[src/rtl/br_flow_demux_select.sv]
// Registered 1-to-N ready/valid demultiplexer steered by an explicit binary select.
// Each pop flow owns one output register; push_ready is the only combinational output.
module br_flow_demux_select #(
    parameter int NumFlows = 2,
    parameter int Width = 1,
    parameter bit EnableCoverPushBackpressure = 1'b1,
    parameter bit EnableAssertPushValidStability = EnableCoverPushBackpressure,
    parameter bit EnableAssertPushDataStability = EnableAssertPushValidStability,
    parameter bit EnableAssertSelectStability = 1'b0,
    parameter bit EnableAssertFinalNotValid = 1'b1,
    parameter bit EnableAssertSelectInRange = 1'b1,
    localparam int SelWidth = (NumFlows > 1) ? $clog2(NumFlows) : 1
) (
    input  logic                           clk,
    input  logic                           rst,
    input  logic [SelWidth-1:0]            select,
    output logic                           push_ready,
    input  logic                           push_valid,
    input  logic [Width-1:0]               push_data,
    input  logic [NumFlows-1:0]            pop_ready,
    output logic [NumFlows-1:0]            pop_valid,
    output logic [NumFlows-1:0][Width-1:0] pop_data
);

    logic [NumFlows-1:0]            valid_q;
    logic [NumFlows-1:0]            valid_d;
    logic [NumFlows-1:0][Width-1:0] data_q;
    logic [NumFlows-1:0][Width-1:0] data_d;
    logic [NumFlows-1:0]            slot_free_s;
    logic [NumFlows-1:0]            load_s;
    logic                           select_in_range_s;
    logic                           select_free_s;
    logic                           push_xfer_s;

    // Decode select: a slot accepts when empty or draining this cycle; an unmatched select blocks the push.
    always_comb begin
        select_in_range_s = 1'b0;
        select_free_s     = 1'b0;
        slot_free_s       = {NumFlows{1'b0}};
        for (int i = 0; i < NumFlows; i++) begin
            slot_free_s[i]    = !valid_q[i] || pop_ready[i];
            select_in_range_s = select_in_range_s || (select == SelWidth'(i));
            select_free_s     = select_free_s || ((select == SelWidth'(i)) && slot_free_s[i]);
        end
        push_ready  = !rst && select_in_range_s && select_free_s;
        push_xfer_s = push_valid && push_ready;
    end

    // Per-flow next state: a load wins over a pop so a flow can reload every cycle.
    always_comb begin
        valid_d = valid_q;
        data_d  = data_q;
        load_s  = {NumFlows{1'b0}};
        for (int i = 0; i < NumFlows; i++) begin
            load_s[i] = push_xfer_s && (select == SelWidth'(i));
            if (load_s[i]) begin
                valid_d[i] = 1'b1;
                data_d[i]  = push_data;
            end else if (pop_ready[i]) begin
                valid_d[i] = 1'b0;
            end else begin
                valid_d[i] = valid_q[i];
            end
        end
    end

    // Output register bank, cleared asynchronously so held entries drop at once.
    always_ff @(posedge clk or posedge rst) begin
        if (rst) begin
            valid_q <= {NumFlows{1'b0}};
            data_q  <= {(NumFlows * Width){1'b0}};
        end else begin
            valid_q <= valid_d;
            data_q  <= data_d;
        end
    end

    assign pop_valid = valid_q;
    assign pop_data  = data_q;

    br_flow_demux_select_chk #(
        .NumFlows                       (NumFlows),
        .Width                          (Width),
        .SelWidth                       (SelWidth),
        .EnableCoverPushBackpressure    (EnableCoverPushBackpressure),
        .EnableAssertPushValidStability (EnableAssertPushValidStability),
        .EnableAssertPushDataStability  (EnableAssertPushDataStability),
        .EnableAssertSelectStability    (EnableAssertSelectStability),
        .EnableAssertFinalNotValid      (EnableAssertFinalNotValid),
        .EnableAssertSelectInRange      (EnableAssertSelectInRange)
    ) u_chk (
        .clk             (clk),
        .rst             (rst),
        .select          (select),
        .select_in_range (select_in_range_s),
        .push_ready      (push_ready),
        .push_valid      (push_valid),
        .push_data       (push_data),
        .pop_ready       (pop_ready),
        .pop_valid       (pop_valid),
        .pop_data        (pop_data)
    );

endmodule

// Protocol checker for br_flow_demux_select: integration and implementation properties.
module br_flow_demux_select_chk #(
    parameter int NumFlows = 2,
    parameter int Width = 1,
    parameter int SelWidth = 1,
    parameter bit EnableCoverPushBackpressure = 1'b1,
    parameter bit EnableAssertPushValidStability = 1'b1,
    parameter bit EnableAssertPushDataStability = 1'b1,
    parameter bit EnableAssertSelectStability = 1'b0,
    parameter bit EnableAssertFinalNotValid = 1'b1,
    parameter bit EnableAssertSelectInRange = 1'b1
) (
    input logic                           clk,
    input logic                           rst,
    input logic [SelWidth-1:0]            select,
    input logic                           select_in_range,
    input logic                           push_ready,
    input logic                           push_valid,
    input logic [Width-1:0]               push_data,
    input logic [NumFlows-1:0]            pop_ready,
    input logic [NumFlows-1:0]            pop_valid,
    input logic [NumFlows-1:0][Width-1:0] pop_data
);

    logic stalled_s;

    // A push held off only by a bad select is a usage error, not backpressure, so it is excluded here.
    assign stalled_s = push_valid && !push_ready && select_in_range;

    a_params: assert property (@(posedge clk) (NumFlows >= 2) && (Width >= 1));

    a_no_backpressure: assert property (@(posedge clk) disable iff (rst)
        (!EnableCoverPushBackpressure && push_valid) |-> push_ready);
    c_backpressure: cover property (@(posedge clk) disable iff (rst)
        EnableCoverPushBackpressure && push_valid && !push_ready);

    a_valid_stable: assert property (@(posedge clk) disable iff (rst)
        (EnableAssertPushValidStability && stalled_s) |=> push_valid);
    a_data_stable: assert property (@(posedge clk) disable iff (rst)
        (EnableAssertPushDataStability && stalled_s) |=> $stable(push_data));
    a_select_stable: assert property (@(posedge clk) disable iff (rst)
        (EnableAssertSelectStability && stalled_s) |=> $stable(select));

    a_select_range: assert property (@(posedge clk) disable iff (rst)
        (EnableAssertSelectInRange && push_valid) |-> select_in_range);
    a_data_known: assert property (@(posedge clk) disable iff (rst)
        push_valid |-> !$isunknown(push_data));

    for (genvar i = 0; i < NumFlows; i++) begin : g_flow
        a_pop_hold: assert property (@(posedge clk) disable iff (rst)
            (pop_valid[i] && !pop_ready[i]) |=> pop_valid[i]);
        a_pop_data_stable: assert property (@(posedge clk) disable iff (rst)
            (pop_valid[i] && !pop_ready[i]) |=> $stable(pop_data[i]));
    end

    final begin
        if (EnableAssertFinalNotValid) begin
            a_final_not_valid: assert (pop_valid == {NumFlows{1'b0}});
        end
    end

endmodule
[config.mk]
export PLATFORM = sky130hd
export DESIGN_NAME = br_flow_demux_select
export DESIGN_NICKNAME = d
export VERILOG_FILES = /design/src/rtl/br_flow_demux_select.sv
export SDC_FILE = /design/constraint.sdc
export NUM_CORES = 1
export LEC_CHECK = 0
export CAP_MARGIN = 20
export CORE_AREA = 2 2 39 41
export CTS_BUF_LIST = sky130_fd_sc_hd__clkbuf_16
export CTS_CLUSTER_SIZE = 12
export DETAILED_ROUTE_END_ITERATION = 8
export DIE_AREA = 0 0 41 43
export GPL_TIMING_DRIVEN = 0
export PLACE_DENSITY = 0.39
export SLEW_MARGIN = 30
export SYNTH_ARGS = -nofsm -noshare
export SYNTH_HDL_FRONTEND = slang
export SYNTH_SLANG_ARGS = --single-unit
[constraint.sdc]
create_clock -name clk -period 2.2 [get_ports clk]
set_input_delay 0.33 -clock clk [delete_from_list [all_inputs] [get_ports clk]]
set_output_delay 0.33 -clock clk [all_outputs]
set_load 0.02 [all_outputs]
==> flow_summary_export.csv, run 1 <==
group,metric,value,unit
outcome,run_status,"finished, final reports clean",
worst_setup_path,r2r_slack,1.10,ns
timing,max_clock_freq,473.4,MHz
power_and_ir_drop,p_per_area,1073,nW/um^2
floorplan,die_h,43,um
global_route,grt_overflow,0,
logic_synthesis,yosysUniqueCellTypes,12,
timing,finalSetupViolCount,0,
timing,rsz0062_at_grt,"no",
cts,clk_pin_slew,0.03,ns
cts,postCtsHoldBufs,0,
place,routabilityCongestion,0.6121,
place,pre_cts_ws,0.08317,ns
cts,htreeDepth,1,
timing,fin_skew,0.001560,ns
detailed_routing,wl,445,um
cts,post-cts-setup-buffers,0,
power_and_ir_drop,power.leakage,0.1840,nW
detailed_routing,vias,172,
final_layout,drive_gt1_share,25.81,%
worst_setup_path,endpoint,"push_ready",
global_route,grt_pass1_vias,174,
logic_synthesis,ys_seq_elements,4,
global_route,antenna_found_initial,0,
worst_setup_path,r2r_end,"pop_data[1]$_DFFE_PP0P_",
logic_synthesis,synth_xor_area_share,0,%
floorplan,ioPinCount,12,
cts,root_buffer,"clkbuf_16",
final_layout,fin_nets,40,
detailed_routing,viasPerCell,3.660,
detailed_routing,dr.pass1.iters,2,
floorplan,die_x,41,um
detailed_routing,wl_per_cell,9.468,um
logic_synthesis,postSynthCellCount,17,
detailed_routing,drc,0,
place,port_buffers,11,
timing,maxSlewHeadroom,85.66,%
worst_setup_path,r2r_start,"pop_valid[1]$_DFFE_PP0P_",
worst_setup_path,worstSetupStartpointType,"input pin",
worst_setup_path,crit_arrival,1.78,ns
worst_setup_path,rr_worst_depth,3,
logic_synthesis,synthesis.nets,24,
final_layout,area_growth,97.04,%
logic_synthesis,synth.avg_cell_area,12.44,sq um
floorplan,core_area,1384,sq um
logic_synthesis,synth-compound-area-share,5.917,%
cts,ctsResizeCount,0,
timing,fin_crit_sh,96.02,%
floorplan,row_count,14,
timing,tns,0,ns
detailed_routing,wl_met1,206,um
cts,cts_tree,"yes",
detailed_routing,ant_nets,0,
final_layout,diodes,0,
timing,maxSlewViolCount,0,
cts,clock_latency,0.22,ns
global_route,grt_usage,6.244,%
global_route,grt_pass1_wl,683,um
worst_setup_path,endpoint_kind,"output pin",
final_layout,design_area,416.7,sq um
detailed_routing,top_layer_used,"met3",
place,dpl_cell_area,341.6,sq um
logic_synthesis,seq_area_frac_synth,47.34,%
detailed_routing,drt-initial-drc-count,1,
timing,tightest_slew,0.2144,ns
timing,period_needed,2.112,ns
timing,finalHoldViolations,0,
logic_synthesis,synthAdderAreaFrac,0,%
worst_setup_path,worstPathRequired,1.87,ns
logic_synthesis,yosysWarnings,0,
worst_setup_path,cp_max_fo,5,
logic_synthesis,synth_area,211.5,sq um
logic_synthesis,synthMuxAreaShare,12.43,%
cts,numCtsBuffers,3,
worst_setup_path,startpoint,"select",
logic_synthesis,yosys.area_share.simple,32.54,%
job,cap_viol_max_count,0,
global_route,grt_max_degree,6,
logic_synthesis,synth_top_family_by_area,"simple AND/OR/NAND/NOR gates",
floorplan,dieArea,1763,sq um
cts,cts.path.max_buffers,2,
power_and_ir_drop,peakVddDrop,552.3,uV
timing,fin_ws,0.08756,ns
cts,clock-sinks,4,
worst_hold_path,hold_path.class,"input pin to async pin",
worst_setup_path,path_class,"input pin to output pin",
detailed_routing,wl_met2,148,um
detailed_routing,wl_met3,90,um
floorplan,start_util,15.28,%
==> routing by layer <==
layer,GRT usage (%),vias to the layer above
li1,-,85
met4,2.000,0
met3,6.283,0
met2,7.500,13
met1,7.468,74
met5,0,-
==> power by group <==
group          switching (mW)  internal (mW)
Sequential            0.00637         0.0848
Combinational          0.0309         0.0439
Clock                  0.0492          0.232
==> Yosys cell counts <==
master	number	area (sq um)
nor3b_2	1	12.51
nand3b_1	1	7.510
mux2_4	1	15.01
inv_1	1	3.750
nand2b_4	2	27.53
mux2_2	1	11.26
or2b_1	1	7.510
o21ai_0	1	5.000
nor2_1	2	7.510
dfrtp_1	4	100.1
nor2b_1	1	6.260
a211oi_1	1	7.510
==> cells in the final DEF, fill, tap and decap left out, types with 2 or more instances in the layout <==
| cell type | n |
|---|---|
| clkbuf_16 | 3 |
| dfrtp_1 | 4 |
| nor2_1 | 2 |
| clkdlybuf4s50_1 | 11 |
| nand2b_4 | 2 |
==> layout make-up <==
cell class	count	area [sq um]
fillers	142	967.2
repair buffers	11	110.1
multi-input cells	12	107.6
flip-flops and latches	4	100.1
clock buffers	3	75.07
well taps	16	20.02
inverters	1	3.754
==> critical path, cell delays in order <==
cell,delay (ns)
clkdlybuf4s50_1,0.55
nor2_1,0.07
a211oi_1,0.19
clkdlybuf4s50_1,0.63
==> flip-flops by register name, indices dropped and copies added, names as in the netlist <==
register,flops
pop_data,2
pop_valid,2
==> cells by family after synthesis <==
kind of cell,count (synthesis)
AND/OR/NAND/NOR,8
flip-flops,4
AO/OA/AOI/OAI,2
multiplexers,2
buffers and inverters,1
==> stage by stage <==
step | std cells | power, mW | util (%) | hold slack (ns)
after floorplan | 17 | 0.1269 | - | 0.09608
after global placement | 44 | 0.1669 | 24.68 | 0.4963
after detailed placement | 44 | 0.1666 | 24.68 | 0.5017
after CTS | 47 | 0.4532 | 30.11 | 0.3812
after global routing | 47 | 0.4679 | 30.11 | 0.4226
final | 47 | 0.4473 | 30.11 | 0.3795
==> worst min path at each step <==
stage / depth (start not counted) / end / from / slack [ns]
final: 2 / pop_valid[0]$_DFFE_PP0P_ / rst / 0.38
after global routing: 2 / pop_valid[0]$_DFFE_PP0P_ / rst / 0.42
after CTS: 2 / pop_valid[0]$_DFFE_PP0P_ / rst / 0.38
after detailed placement: 1 / pop_data[0]$_DFFE_PP0P_ / pop_data[0]$_DFFE_PP0P_ / 0.50
after global placement: 1 / pop_data[1]$_DFFE_PP0P_ / pop_data[1]$_DFFE_PP0P_ / 0.50
after floorplan: 1 / pop_data[0]$_DFFE_PP0P_ / rst / 0.1
Power figures use the tool's default switching activity.
==> inputs of run 2 (changes only) <==
- CELL_PAD_IN_SITES_DETAIL_PLACEMENT: not set -> 1
- CELL_PAD_IN_SITES_GLOBAL_PLACEMENT: not set -> 1
- PLACE_DENSITY: 0.39 -> 0.49
==> run 2 against run 1 <==
Effect of this change: sequential cell count did not move; first-iteration DRC count is 100% lower; critical endpoint unchanged; cell count unchanged; wire length up 9.9%.
==> flow_summary_export.csv, run 2 (synthesis gave the netlist of run 1 again) <==
group,metric,value,unit
outcome,run_status,"finished, final reports clean",
worst_setup_path,critPathTopFamily,"buffers and inverters",
timing,tns,0,ns
worst_setup_path,cp_slowest_stage_delay,0.63,ns
worst_setup_path,worstSetupStartpointType,"input pin",
timing,tightest_slew,0.2231,ns
power_and_ir_drop,finalPower,0.4437,mW
timing,maxSlewHeadroom,85.08,%
worst_setup_path,endpoint_kind,"output pin",
detailed_routing,viasPerCell,3.787,
cts,postCtsHoldBufs,0,
cts,ctsResizeCount,0,
power_and_ir_drop,power.leakage,0.1840,nW
timing,fin_crit_sh,96.38,%
worst_setup_path,worstPathRequired,1.87,ns
detailed_routing,ant_nets,0,
global_route,grt_pass1_wl,821,um
worst_setup_path,crit_buf_inv,2,
final_layout,design_area,416.7,sq um
power_and_ir_drop,p_per_area,1065,nW/um^2
timing,max_clock_freq,471.6,MHz
floorplan,start_util,15.28,%
cts,numCtsBuffers,3,
job,cap_viol_max_count,0,
detailed_routing,drc,0,
floorplan,die_x,41,um
detailed_routing,wl,489,um
place,dpl_cell_area,341.6,sq um
power_and_ir_drop,peakVddDrop,398.2,uV
detailed_routing,vias,178,
timing,period_needed,2.120,ns
detailed_routing,wl_met1,231,um
global_route,grt_max_degree,6,
final_layout,fin_nets,40,
floorplan,row_count,14,
worst_setup_path,crit_path_top_delay_cell,"clkdlybuf4s50_1",
detailed_routing,top_layer_used,"met3",
cts,cts_tree,"yes",
detailed_routing,wl_per_cell,10.40,um
global_route,grt_overflow,0,
cts,post-cts-setup-buffers,0,
final_layout,diodes,0,
worst_setup_path,crit_chain,"clkdlybuf4s50_1, nor2_1, a211oi_1, clkdlybuf4s50_1",
timing,fin_skew,0.00005121,ns
cts,clock_latency,0.22,ns
place,port_buffers,11,
detailed_routing,wl_met3,51,um
detailed_routing,drt-initial-drc-count,0,
worst_setup_path,cp_max_fo,5,
global_route,grt_pass1_vias,208,
detailed_routing,wl_met2,206,um
final_layout,drive_gt1_share,25.81,%
place,routabilityCongestion,0.5830,
timing,fin_ws,0.07967,ns
global_route,antenna_found_initial,0,
final_layout,final_common_cell,"clkdlybuf4s50_1",
floorplan,dieArea,1763,sq um
cts,clk_pin_slew,0.03,ns
timing,finalSetupViolCount,0,
final_layout,area_growth,97.04,%
cts,htreeDepth,1,
cts,clock-sinks,4,
timing,maxSlewViolCount,0,
final_layout,fillers,154,
floorplan,core_area,1384,sq um
timing,rsz0062_at_grt,"no",
worst_setup_path,startpoint,"select",
place,hpwlAfterDp,382.2,um
worst_hold_path,hold_path.class,"input pin to async pin",
final_layout,mostFrequentLayoutCells,"clkdlybuf4s50_1, dfrtp_1, clkbuf_16",
timing,finalHoldViolations,0,
worst_setup_path,r2r_start,"pop_valid[0]$_DFFE_PP0P_",
floorplan,ioPinCount,12,
final_layout,utilization,30.11,%
place,pre_cts_ws,0.06782,ns
global_route,grt_usage,7.560,%
cts,cts.path.max_buffers,2,
worst_setup_path,path_class,"input pin to output pin",
worst_setup_path,crit_arrival,1.79,ns
cts,root_buffer,"clkbuf_16",
worst_setup_path,crit_top_cell,"clkdlybuf4s50_1",
floorplan,die_h,43,um
detailed_routing,dr.pass1.iters,1,
## run 2: cell counts in the layout (fill, tap and decap cells not counted)
Identical to the previous run, type by type.
## run 2: layer usage
metal / vias to the layer above / GRT usage [%]
met3: 0 / 3.141
li1: 85 / -
met2: 10 / 8.750
met5: - / 0
met1: 83 / 9.446
met4: 0 / 8.000
## run 2: metrics by stage
stage	instances	hold slack, ns
after floorplan	17	0.09608
after global placement	44	0.4952
after detailed placement	44	0.5001
after CTS	47	0.3944
after global routing	47	0.4089
final	47	0.3890
## run 2: worst paths after layout
check | end | slack [ns] | cells after the start
max in group asynchronous | pop_data[0]$_DFFE_PP0P_ | 1.65 | 2
setup reg to reg | pop_data[0]$_DFFE_PP0P_ | 1.09 | 3
setup / recovery | push_ready | 0.08 | 4
min in group clk | pop_data[1]$_DFFE_PP0P_ | 0.51 | 1
hold reg to reg | pop_data[1]$_DFFE_PP0P_ | 0.51 | 1
hold / removal | pop_data[1]$_DFFE_PP0P_ | 0.39 | 2
## run 2: cell type report
cell class	count	area, sq um	share of cell area (%)
multi-input combinational	12	107.6	25.83
sequential	4	100.1	24.02
tap	16	20.02	4.805
clock buffer	3	75.07	18.02
inverter	1	3.754	0.9009
timing repair buffer	11	110.1	26.43
## run 2: where the power goes
| group | switching, mW | internal, mW | leakage, nW |
|---|---|---|---|
| Clock | 0.0459 | 0.232 | 0.0370 |
| Sequential | 0.00597 | 0.0848 | 0.0497 |
| Combinational | 0.0313 | 0.0440 | 0.0973 |
| Total | 0.0832 | 0.360 | 0.184 |
